--- src/rtl/mdu.sv ---
// Iterative multiply/divide unit with HI/LO result registers: 32-cycle shift-add multiply
// and restoring divide. The divider datapath is compiled in only when MDU_DIV_EN is defined.
module mdu (
  input  logic        clk,
  input  logic        rst,
  input  logic        start,
  input  logic [2:0]  op,
  input  logic [31:0] rs,
  input  logic [31:0] rt,
  output logic        busy,
  output logic        done,
  output logic [31:0] hi,
  output logic [31:0] lo,
  output logic [1:0]  dbg_state_o
);

  // Debug encoding on dbg_state_o: 0 IDLE, 1 MUL, 2 DIV, 3 DONE
  typedef enum logic [1:0] {
    S_IDLE = 2'd0,
    S_MUL  = 2'd1,
    S_DIV  = 2'd2,
    S_DONE = 2'd3
  } state_e;

  localparam logic [2:0] OP_MULT  = 3'b000;
  localparam logic [2:0] OP_MULTU = 3'b001;
  localparam logic [2:0] OP_DIV   = 3'b010;
  localparam logic [2:0] OP_DIVU  = 3'b011;
  localparam logic [2:0] OP_MTHI  = 3'b100;
  localparam logic [2:0] OP_MTLO  = 3'b101;

  state_e      state_q, state_d;
  logic [5:0]  cnt_q, cnt_d;
  logic [63:0] acc_q, acc_d;
  logic [31:0] opb_q, opb_d;
  logic        neg_q, neg_d;
  logic [31:0] hi_q, hi_d;
  logic [31:0] lo_q, lo_d;

  logic        accept;
  logic        signed_op;
  logic        last_iter;
  logic [31:0] rs_mag, rt_mag;
  logic [32:0] mul_sum;
  logic [63:0] mul_next, mul_res;

  // Handshake: start is a request sampled at posedge; it is taken only in IDLE or DONE, and a
  // start seen while busy is dropped without touching the latched operands.
  assign accept    = start && ((state_q == S_IDLE) || (state_q == S_DONE));
  assign signed_op = (op == OP_MULT) || (op == OP_DIV);
  assign rs_mag    = (signed_op && rs[31]) ? (~rs + 32'd1) : rs;
  assign rt_mag    = (signed_op && rt[31]) ? (~rt + 32'd1) : rt;
  assign last_iter = (cnt_q == 6'd31);

  // acc holds {partial product, remaining multiplier bits}; one multiplier bit retires per cycle
  assign mul_sum  = {1'b0, acc_q[63:32]} + (acc_q[0] ? {1'b0, opb_q} : 33'd0);
  assign mul_next = {mul_sum, acc_q[31:1]};
  assign mul_res  = neg_q ? (~mul_next + 64'd1) : mul_next;

`ifdef MDU_DIV_EN
  logic        rneg_q, rneg_d;
  logic        dz_q, dz_d;
  logic        div_ge;
  logic [31:0] div_rem;
  logic [63:0] div_next;
  logic [31:0] quo_res, rem_res;

  // acc holds {partial remainder, dividend bits shifting into quotient bits}
  assign div_ge   = acc_q[63:31] >= {1'b0, opb_q};
  assign div_rem  = div_ge ? (acc_q[62:31] - opb_q) : acc_q[62:31];
  assign div_next = {div_rem, acc_q[30:0], div_ge};
  assign quo_res  = dz_q ? 32'hFFFF_FFFF
                         : (neg_q ? (~div_next[31:0] + 32'd1) : div_next[31:0]);
  assign rem_res  = rneg_q ? (~div_next[63:32] + 32'd1) : div_next[63:32];
`endif

  // FSM state register
  always_ff @(posedge clk or posedge rst) begin
    if (rst) state_q <= S_IDLE;
    else     state_q <= state_d;
  end

  // FSM next state
  always_comb begin
    state_d = state_q;
    case (state_q)
      S_IDLE, S_DONE: begin
        state_d = S_IDLE;
        if (start) begin
          case (op)
            OP_MULT, OP_MULTU: state_d = S_MUL;
`ifdef MDU_DIV_EN
            OP_DIV, OP_DIVU:   state_d = S_DIV;
`else
            OP_DIV, OP_DIVU:   state_d = S_DONE;
`endif
            default:           state_d = S_IDLE;
          endcase
        end
      end
      S_MUL:   if (last_iter) state_d = S_DONE;
      S_DIV:   if (last_iter) state_d = S_DONE;
      default: state_d = S_IDLE;
    endcase
  end

  // FSM outputs
  always_comb begin
    busy        = (state_q == S_MUL) || (state_q == S_DIV);
    done        = (state_q == S_DONE);
    dbg_state_o = state_q;
  end

  // Datapath next state; hi/lo change only on MTHI/MTLO or at the final iteration
  always_comb begin
    cnt_d = cnt_q;
    acc_d = acc_q;
    opb_d = opb_q;
    neg_d = neg_q;
    hi_d  = hi_q;
    lo_d  = lo_q;
`ifdef MDU_DIV_EN
    rneg_d = rneg_q;
    dz_d   = dz_q;
`endif
    if (accept) begin
      cnt_d = 6'd0;
      case (op)
        OP_MULT, OP_MULTU: begin
          acc_d = {32'd0, rt_mag};
          opb_d = rs_mag;
          neg_d = signed_op && (rs[31] ^ rt[31]);
        end
`ifdef MDU_DIV_EN
        OP_DIV, OP_DIVU: begin
          acc_d  = {32'd0, rs_mag};
          opb_d  = rt_mag;
          neg_d  = signed_op && (rs[31] ^ rt[31]);
          rneg_d = signed_op && rs[31];
          dz_d   = (rt == 32'd0);
        end
`endif
        OP_MTHI: hi_d = rs;
        OP_MTLO: lo_d = rs;
        default: ;
      endcase
    end else if (state_q == S_MUL) begin
      acc_d = mul_next;
      cnt_d = last_iter ? 6'd0 : cnt_q + 6'd1;
      if (last_iter) begin
        hi_d = mul_res[63:32];
        lo_d = mul_res[31:0];
      end
    end
`ifdef MDU_DIV_EN
    else if (state_q == S_DIV) begin
      acc_d = div_next;
      cnt_d = last_iter ? 6'd0 : cnt_q + 6'd1;
      if (last_iter) begin
        hi_d = rem_res;
        lo_d = quo_res;
      end
    end
`endif
  end

  always_ff @(posedge clk or posedge rst) begin
    if (rst) begin
      cnt_q <= 6'd0;
      acc_q <= 64'd0;
      opb_q <= 32'd0;
      neg_q <= 1'b0;
      hi_q  <= 32'd0;
      lo_q  <= 32'd0;
    end else begin
      cnt_q <= cnt_d;
      acc_q <= acc_d;
      opb_q <= opb_d;
      neg_q <= neg_d;
      hi_q  <= hi_d;
      lo_q  <= lo_d;
    end
  end

`ifdef MDU_DIV_EN
  always_ff @(posedge clk or posedge rst) begin
    if (rst) begin
      rneg_q <= 1'b0;
      dz_q   <= 1'b0;
    end else begin
      rneg_q <= rneg_d;
      dz_q   <= dz_d;
    end
  end
`endif

  assign hi = hi_q;
  assign lo = lo_q;

endmodule

--- config.mk ---
export PLATFORM = sky130hd
export DESIGN_NAME = mdu
export DESIGN_NICKNAME = d
export VERILOG_FILES = /design/src/rtl/mdu.sv
export SDC_FILE = /design/constraint.sdc
export NUM_CORES = 1
export LEC_CHECK = 0
export BUFFER_PORTS_ARGS = -buffer_cell sky130_fd_sc_hd__buf_2
export CAP_MARGIN = 15
export CORE_ASPECT_RATIO = 0.7
export CORE_MARGIN = 10
export CORE_UTILIZATION = 24
export DETAILED_ROUTE_END_ITERATION = 8
export GPL_TIMING_DRIVEN = 0
export SLEW_MARGIN = 20
export SYNTH_ARGS = -nofsm -noshare
export SYNTH_HDL_FRONTEND = slang
export SYNTH_SLANG_ARGS = --single-unit
--- constraint.sdc ---
create_clock -name clk -period 6.1 [get_ports clk]
set_clock_uncertainty 0.1 [all_clocks]
set_input_delay 0.61 -clock clk [delete_from_list [all_inputs] [get_ports clk]]
set_output_delay 0.61 -clock clk [all_outputs]
set_load 0.01 [all_outputs]
==> reports/qor.log, run 1 <==
[pwr] Leak Pwr 6.07 nW
[setup_path] worst reg2reg endpoint hi[28]
[timing] Worst Hold Margin 0.0357 ns
[global_route] global-route wire length before repair 73.1 mm
[timing] number of pins with negative max-slew slack in the final report 0
[timing] highest achievable clock rate 177 MHz
[timing] Tcrit/Tclk final 92.4%
[die] Initial Util 24.2%
[run] number of max-cap violations 0
[route] DR DRC count 0
[clock_network] number of sinks driven by the clock tree 169
[cells_and_area] Final Net Count 1715
[clock_network] count of H-tree levels built during CTS 4
[cells_and_area] ratio of cells with drive above 1 in the final layout 12.4%
[yosys] yosys synthesis warning count 0
[clock_network] # hold bufs at CTS 0
[yosys] top flip-flop cell by instance count after synthesis dfrtp_1
[clock_network] clock root buffer clkbuf_16
[global_route] total global routing track utilization 16.3%
[placement] placed wire-length estimate after detailed placement 39.3 mm
[timing] final-report hold violation count 0
[die] placeable core region 49200 um2
[route] post-detailed-route via-to-cell ratio 5.26
[placement] count of port buffers added during placement 136
[pwr] pwr/cell area 453 nW/um2
[clock_network] total of cells resized after clock tree synthesis 0
[setup_path] critical path arrival 5.85 ns
[global_route] pin count of the biggest net entering global routing 70
[yosys] proportion of netlist area held by the largest area contributor 35.6%
[yosys] Synth Net Count 1558
[global_route] number of antenna violations at the first check in global routing 8
[die] standard-cell row count 68
[clock_network] TritonCTS clock tree done
[route] final wirelength 48.6 mm
[yosys] syn avg cell area 8.21 um2
[clock_network] clock latency reported for the late side of the worst-skew pair 0.47 ns
[clock_network] number of buffers on the longest clock path 2
[clock_network] total setup buffers inserted after CTS 0
[timing] slew margin rel. 27.0%
[die] Die H 206 um
[timing] final setup vio count 0
[yosys] number of synthesized flops with an enable pin 0
[global_route] vias in the first global route 11500
[global_route] GRT overflow 0
[setup_path] worst setup slack for register-to-register paths 0.46 ns
[yosys] number of storage elements in the synthesis netlist 169
[yosys] cell types occupying the most area after synthesis dfrtp_1, o21ai_0, nand2_1
[cells_and_area] Final Util 28.6%
[timing] Final Worst Setup Slack 0.461 ns
[route] routed wirelength normalized by instance count 21.2 um
[cells_and_area] most frequent cells in the layout nand2_1, dfrtp_1, o21ai_0, nor2_1, buf_2
[global_route] routing layer with the top usage in global route met1
[placement] Post-Place Worst Slack 0.559 ns
[outcome] run status finished, final reports clean
[timing] RSZ-0062 raised after global routing no
[die] width of the chip 286 um
[cells_and_area] growth of design area from synthesis to finish 18.3%
[route] number of design-rule violations left by the first detailed-router iteration 1274
[global_route] met2 track demand over resource in global routing 21.1%
[yosys] number of cells produced by synthesis 1449
[die] die area 59000 um2
[global_route] global routing met1 resource utilization 24.1%
[setup_path] CP startpoint kind flip-flop
[yosys] count of distinct cell types in the synthesized netlist 68
[route] via count 12000
[route] Pre-antenna DRT Iters 5
[clock_network] number of buffers created by CTS 17
[yosys] fraction of synthesis flops using an asynchronous set or reset pin 100%
[clock_network] clk slew on worst S/H paths 0.07 ns
[route] Post-DRT Antenna Nets 0
[setup_path] startpoint of the worst-slack reg-to-reg timing path acc_q[0]
[setup_path] R2R depth 14
[pwr] worst supply voltage drop on vdd 0.203 mV
[setup_path] data required time of the worst path 6.32 ns
[timing] transition time of the tightest slew-check pin 1.09 ns
[cells_and_area] leading cell type in the layout, fill and taps excluded nand2_1
[global_route] global routing usage on met3 7.33%
[placement] global placement routability congestion 0.948
[die] Boundary Pins 138
[yosys] portion of the post-synthesis area used by sequential elements 35.6%
[timing] summed negative setup slack over all endpoints 0 ns
[setup_path] Critical Path Sink Type flip-flop
[setup_path] largest fanout of any net on the critical path 10
[yosys] top cell type by total area after synthesis dfrtp_1
[setup_path] crit path kind flip-flop to flip-flop
[min_path] Min-Delay Path Class input pin to async pin
[yosys] cell area after technology mapping 11900 um2
[timing] shortest clock period the worst path allows after layout 5.64 ns
power by group:
part	total, mW	switching [mW]	internal [mW]
combinational	3.23	2.11	1.12
clock	1.12	0.513	0.602
sequential	2.02	0.438	1.58
total	6.37	3.06	3.31
synth_stat cells (all sizes together), types with 19 or more instances:
cell,number
a211oi,20
a21o,26
a21oi,96
a22o,28
and2,44
clkbuf,80
dfrtp,169
ha,38
inv,19
nand2,186
nor2,142
nor3,28
o21ai,161
o31ai,53
or3,34
xnor2,70
xor2,67
stage by stage:
step / cells / instance area, um2 / power [mW]
final: 2287 / 14100 / 6.37
after global routing: 2283 / 14100 / 6.80
after CTS: 2282 / 14000 / 6.29
after detailed placement: 2252 / 13500 / 5.17
after global placement: 2250 / 13400 / 5.12
after floorplan: 1449 / 11900 / 3.93
registers in the layout (all words and copies together) (netlist names):
signal,flops
neg_q,1
dbg_state_o,2
hi,32
cnt_q,6
opb_q,32
lo,32
acc_q,64
kinds of logic after synthesis:
logic type / Yosys count / synth area share, %
AO/OA/AOI/OAI: 460 / 24.6
XOR/XNOR: 137 / 10.1
adder cells (fa/ha/maj): 39 / 4.17
buffers and inverters: 104 / 3.28
flip-flops: 169 / 35.6
multiplexers: 10 / 0.863
AND/OR/NAND/NOR: 530 / 21.4
worst max-delay path, stage by stage (launching register included):
cell and delay [ns]:
dfrtp_1 0.44, clkbuf_1 0.28, and2_1 0.24, ha_1 0.22
fa_1 0.44, a211oi_1 0.25, o21ai_1 0.26, a22oi_1 0.79
nand2_1 0.15, xor2_1 0.27, nor4_2 0.84, nand4_2 0.36
o31ai_1 0.39, xor2_1 0.30, a221oi_1 0.13
layer usage:
metal  vias to the layer above  routed length, um
met5                         -                 71
met1                      5872              24000
li1                       5528                  -
met3                        46               5990
met4                         6                536
met2                       578              18000
worst max-delay path by stage:
| stage | slack [ns] | end | from | depth (start not counted) |
|---|---|---|---|---|
| after global placement | -1.38 | hi[22] | rst | 2 |
| after detailed placement | 0.56 | hi[30] | acc_q[0] | 13 |
| after CTS | 0.50 | hi[28] | acc_q[0] | 13 |
| after global routing | 0.18 | hi[28] | acc_q[0] | 14 |
| after floorplan | 0.81 | acc_q[0] | rst | 1 |
| final | 0.46 | hi[28] | acc_q[0] | 14 |
final cells by class:
type | count | area [um2]
repair buffers | 138 | 736
fillers | 5445 | 35100
multi-input cells | 1176 | 7290
clock inverters | 13 | 146
well taps | 665 | 832
diodes | 5 | 12.5
plain buffers | 85 | 319
inverters | 19 | 78.8
clock buffers | 17 | 425
flip-flops and latches | 169 | 4230
Note: power is estimated with default switching activity, not from simulation.
==> inputs of run 2 (changes only) <==
--- a/config.mk
+++ b/config.mk
@@ -5,6 +5,7 @@
 export SDC_FILE = /design/constraint.sdc
 export NUM_CORES = 1
 export LEC_CHECK = 0
+export ABC_AREA = 1
 export BUFFER_PORTS_ARGS = -buffer_cell sky130_fd_sc_hd__buf_2
 export CAP_MARGIN = 15
 export CORE_ASPECT_RATIO = 0.7
@@ -12,7 +13,7 @@
 export CORE_UTILIZATION = 24
 export DETAILED_ROUTE_END_ITERATION = 8
 export GPL_TIMING_DRIVEN = 0
-export SLEW_MARGIN = 20
+export SLEW_MARGIN = 10
 export SYNTH_ARGS = -nofsm -noshare
 export SYNTH_HDL_FRONTEND = slang
 export SYNTH_SLANG_ARGS = --single-unit
==> run 2 against run 1 <==
Effect of this change:
- non-clock buffer count is 13 lower
- cell count is 30% higher
- wire length is 21% higher
- critical path type unchanged
- setup slack better by 0.82 ns
- synthesized area is 13% higher
- critical endpoint is now hi[22]
- flip-flop and latch count stayed put
==> reports/qor.log, run 2 <==
[outcome] run status finished, final reports clean
[timing] number of pins with negative max-slew slack in the final report 0 [unchanged]
[cells_and_area] max reg flops 64 [unchanged]
[pwr] total power of the final layout 8.79 mW [+38%]
[global_route] total global routing track utilization 17.3% [+1.0 points]
[global_route] global-route wire length before repair 86.6 mm [+19%]
[route] final wirelength 58.8 mm [+21%]
[setup_path] crit path kind flip-flop to flip-flop
[route] Post-DRT Antenna Nets 0 [unchanged]
[setup_path] Critical Path Sink Type flip-flop
[yosys] syn avg cell area 6.55 um2 [-20%]
[route] Pre-antenna DRT Iters 6 [+1]
[setup_path] critical path arrival 5.11 ns [-0.74 ns]
[clock_network] total of cells resized after clock tree synthesis 0 [unchanged]
[clock_network] TritonCTS clock tree done
[die] width of the chip 303 um [+5.9%]
[route] post-detailed-route via-to-cell ratio 5.00 [-5.0%]
[yosys] top flip-flop cell by instance count after synthesis dfrtp_1
[yosys] most instantiated library cell after synthesis nand2_1
[cells_and_area] register bank with the most flops acc_q
[global_route] GRT overflow 0 [unchanged]
[yosys] cell area after technology mapping 13500 um2 [+13%]
[placement] count of port buffers added during placement 137 [+0.74%]
[clock_network] number of buffers on the longest clock path 2 [unchanged]
[cells_and_area] ratio of cells with drive above 1 in the final layout 13.8% [+1.4 points]
[yosys] proportion of netlist area held by the largest area contributor 31.4% [-4.1 points]
[timing] Final Worst Setup Slack 1.29 ns [+0.824 ns]
[route] via count 14800 [+23%]
[pwr] pwr/cell area 561 nW/um2 [+24%]
[yosys] cell types occupying the most area after synthesis dfrtp_1, nand2_1, inv_1
[clock_network] clock latency reported for the late side of the worst-skew pair 0.47 ns [about the same]
[setup_path] CP cell instances clkbuf_1 -> clkbuf_1 -> nand2_1 -> inv_1 -> ha_1 -> fa_1 -> nor2_1 -> nand3_1 -> nor2_1 -> nand2_1 -> nor2_1 -> nand2_2 -> nor2_2 -> nand3_2 -> o21bai_4 -> inv_1 -> nand2_1 -> nand3_1 -> a21oi_1
[placement] placed wire-length estimate after detailed placement 48.4 mm [+23%]
[yosys] ranking of synthesized cells by instance count nand2_1, inv_1, nor2_1
[cells_and_area] leading cell type in the layout, fill and taps excluded nand2_1
[setup_path] worst setup slack for register-to-register paths 1.29 ns [+0.82 ns]
[setup_path] Worst setup startpoint acc_q[0]
[run] number of max-cap violations 0 [unchanged]
[yosys] number of storage elements in the synthesis netlist 169 [unchanged]
[setup_path] startpoint of the worst-slack reg-to-reg timing path acc_q[0]
[clock_network] clk slew on worst S/H paths 0.08 ns [about the same]
[yosys] yosys synthesis warning count 0 [unchanged]
[yosys] Synth Net Count 2164 [+39%]
[setup_path] CP startpoint kind flip-flop
[placement] post-placement cell area 15100 um2 [+12%]
[die] standard-cell row count 72 [+5.9%]
[clock_network] number of buffers created by CTS 17 [unchanged]
[route] DR DRC count 0 [unchanged]
[yosys] top cell type by total area after synthesis dfrtp_1
[timing] slew margin rel. 19.4% [-7.6 points]
[die] placeable core region 55400 um2 [+13%]
[die] Boundary Pins 138 [unchanged]
[clock_network] total setup buffers inserted after CTS 0 [unchanged]
[route] number of design-rule violations left by the first detailed-router iteration 2245 [+76%]
[yosys] portion of the post-synthesis area used by sequential elements 31.4% [-4.1 points]
[timing] final setup vio count 0 [unchanged]
[setup_path] largest fanout of any net on the critical path 10 [unchanged]
[timing] RSZ-0062 raised after global routing no
[yosys] number of cells produced by synthesis 2055 [+42%]
[cells_and_area] final non-filler cell area 15700 um2 [+11%]
[clock_network] count of H-tree levels built during CTS 4 [unchanged]
[yosys] count of distinct cell types in the synthesized netlist 60 [-12%]
[timing] Tcrit/Tclk final 78.9% [-14 points]
[global_route] vias in the first global route 13200 [+14%]
[die] Die H 218 um [+5.8%]
[placement] global placement routability congestion 0.978 [+3.2%]
[setup_path] data required time of the worst path 6.39 ns [+0.07 ns]
[route] routed wirelength normalized by instance count 19.8 um [-6.6%]
[setup_path] cell family with the largest share of critical-path delay simple AND/OR/NAND/NOR gates
[setup_path] R2R depth 19 [+5]
[pwr] worst supply voltage drop on vdd 0.308 mV [+52%]
[clock_network] # hold bufs at CTS 0 [unchanged]
[global_route] number of antenna violations at the first check in global routing 3 [-5]
[cells_and_area] Final Net Count 2321 [+35%]
[timing] final-report hold violation count 0 [unchanged]
[die] die area 66100 um2 [+12%]
[cells_and_area] Filler Cell Count 6208 [+14%]
[setup_path] worst reg2reg endpoint hi[22]
[clock_network] number of sinks driven by the clock tree 169 [unchanged]
[clock_network] clock root buffer clkbuf_16
[global_route] pin count of the biggest net entering global routing 100 [+43%]
[cells_and_area] most frequent cells in the layout nand2_1, inv_1, nor2_1, dfrtp_1, buf_2
[setup_path] biggest cell delay along the critical path 0.53 ns [-0.31 ns]
[timing] shortest clock period the worst path allows after layout 4.81 ns [-0.824 ns]
[yosys] number of synthesized flops with an enable pin 0 [unchanged]
[timing] highest achievable clock rate 208 MHz [+17%]
[setup_path] critical path's slowest cell fa_1
[timing] summed negative setup slack over all endpoints 0 ns [unchanged]
[cells_and_area] growth of design area from synthesis to finish 16.4%
[die] Initial Util 24.3% [+0.11 points]
[min_path] Min-Delay Path Class input pin to async pin
[pwr] Leak Pwr 7.92 nW [+30%]
[yosys] fraction of synthesis flops using an asynchronous set or reset pin 100% [unchanged]
[placement] Post-Place Worst Slack 1.57 ns [+1.01 ns]
[setup_path] critical path buffer and inverter count 4 [+3]
[timing] transition time of the tightest slew-check pin 1.20 ns [+0.112 ns]
[run 2: cell types whose count changed after synthesis, sizes merged, moves of 38 or more]
cell	delta
a31oi	+38
xnor2	-63
inv	+278
nor2	+132
nand3	+113
o31ai	-46
nand2	+411
and2	-42
[run 2: metal layers]
layer,track usage [%],up-vias,wire length [um],share of wire [%]
li1,-,6976,-,-
met1,27.6,6969,28800,49
met2,20.3,847,20500,35
met3,7.77,35,9160,16
met4,2.20,0,373,0.63
met5,0,-,0,0
[run 2: where the power goes]
group | total (mW) | internal (mW) | leakage [nW] | switching (mW)
combinational | 5.59 | 1.64 | 5.53 | 3.94
sequential | 2.12 | 1.64 | 2.12 | 0.484
clock | 1.09 | 0.545 | 0.273 | 0.542
total | 8.79 | 3.82 | 7.92 | 4.97
[run 2: cells by family after synthesis]
group,share of synthesized area [%]
AO/OA/AOI/OAI,14.4
XOR/XNOR,2.86
adder cells (fa/ha/maj),3.68
buffers and inverters,10.7
flip-flops,31.4
AND/OR/NAND/NOR,36.9
[run 2: per-stage QoR]
step	std cells	utilization, %	hold WS, ns
after global placement	2932	27.2	0.367
after detailed placement	2933	27.3	0.373
after global routing	2965	28.3	0.233
after floorplan	2055	-	0.352
after CTS	2965	28.3	0.199
final	2966	28.3	0.171
[run 2: layout make-up]
cell class	instances	area [um2]	share of cell area [%]
repair buffers	138	713	4.55
multi-input cells	1515	7800	49.8
diodes	1	2.50	0.0160
plain buffers	72	313	2.00
well taps	740	926	5.91
clock inverters	13	110	0.703
inverters	299	1130	7.22
clock buffers	19	443	2.83
flip-flops and latches	169	4230	27.0
[run 2: worst reg2reg max path, stage by stage, from the launching register on]
cell and delay (ns):
dfrtp_1 0.33, clkbuf_1 0.52, clkbuf_1 0.46, nand2_1 0.15
inv_1 0.15, ha_1 0.30, fa_1 0.53, nor2_1 0.32
nand3_1 0.22, nor2_1 0.21, nand2_1 0.08, nor2_1 0.11
nand2_2 0.12, nor2_2 0.25, nand3_2 0.19, o21bai_4 0.27
inv_1 0.07, nand2_1 0.06, nand3_1 0.15, a21oi_1 0.19
[run 2: worst max-delay path by stage]
stage	endpoint	slack (ns)	cells past startpoint
floorplan	acc_q[0]	0.81	1
global placement	opb_q[27]	-1.57	2
detailed placement	hi[22]	1.57	19
CTS	hi[22]	1.51	19
global route	hi[22]	1.19	19
finish	hi[22]	1.29	19
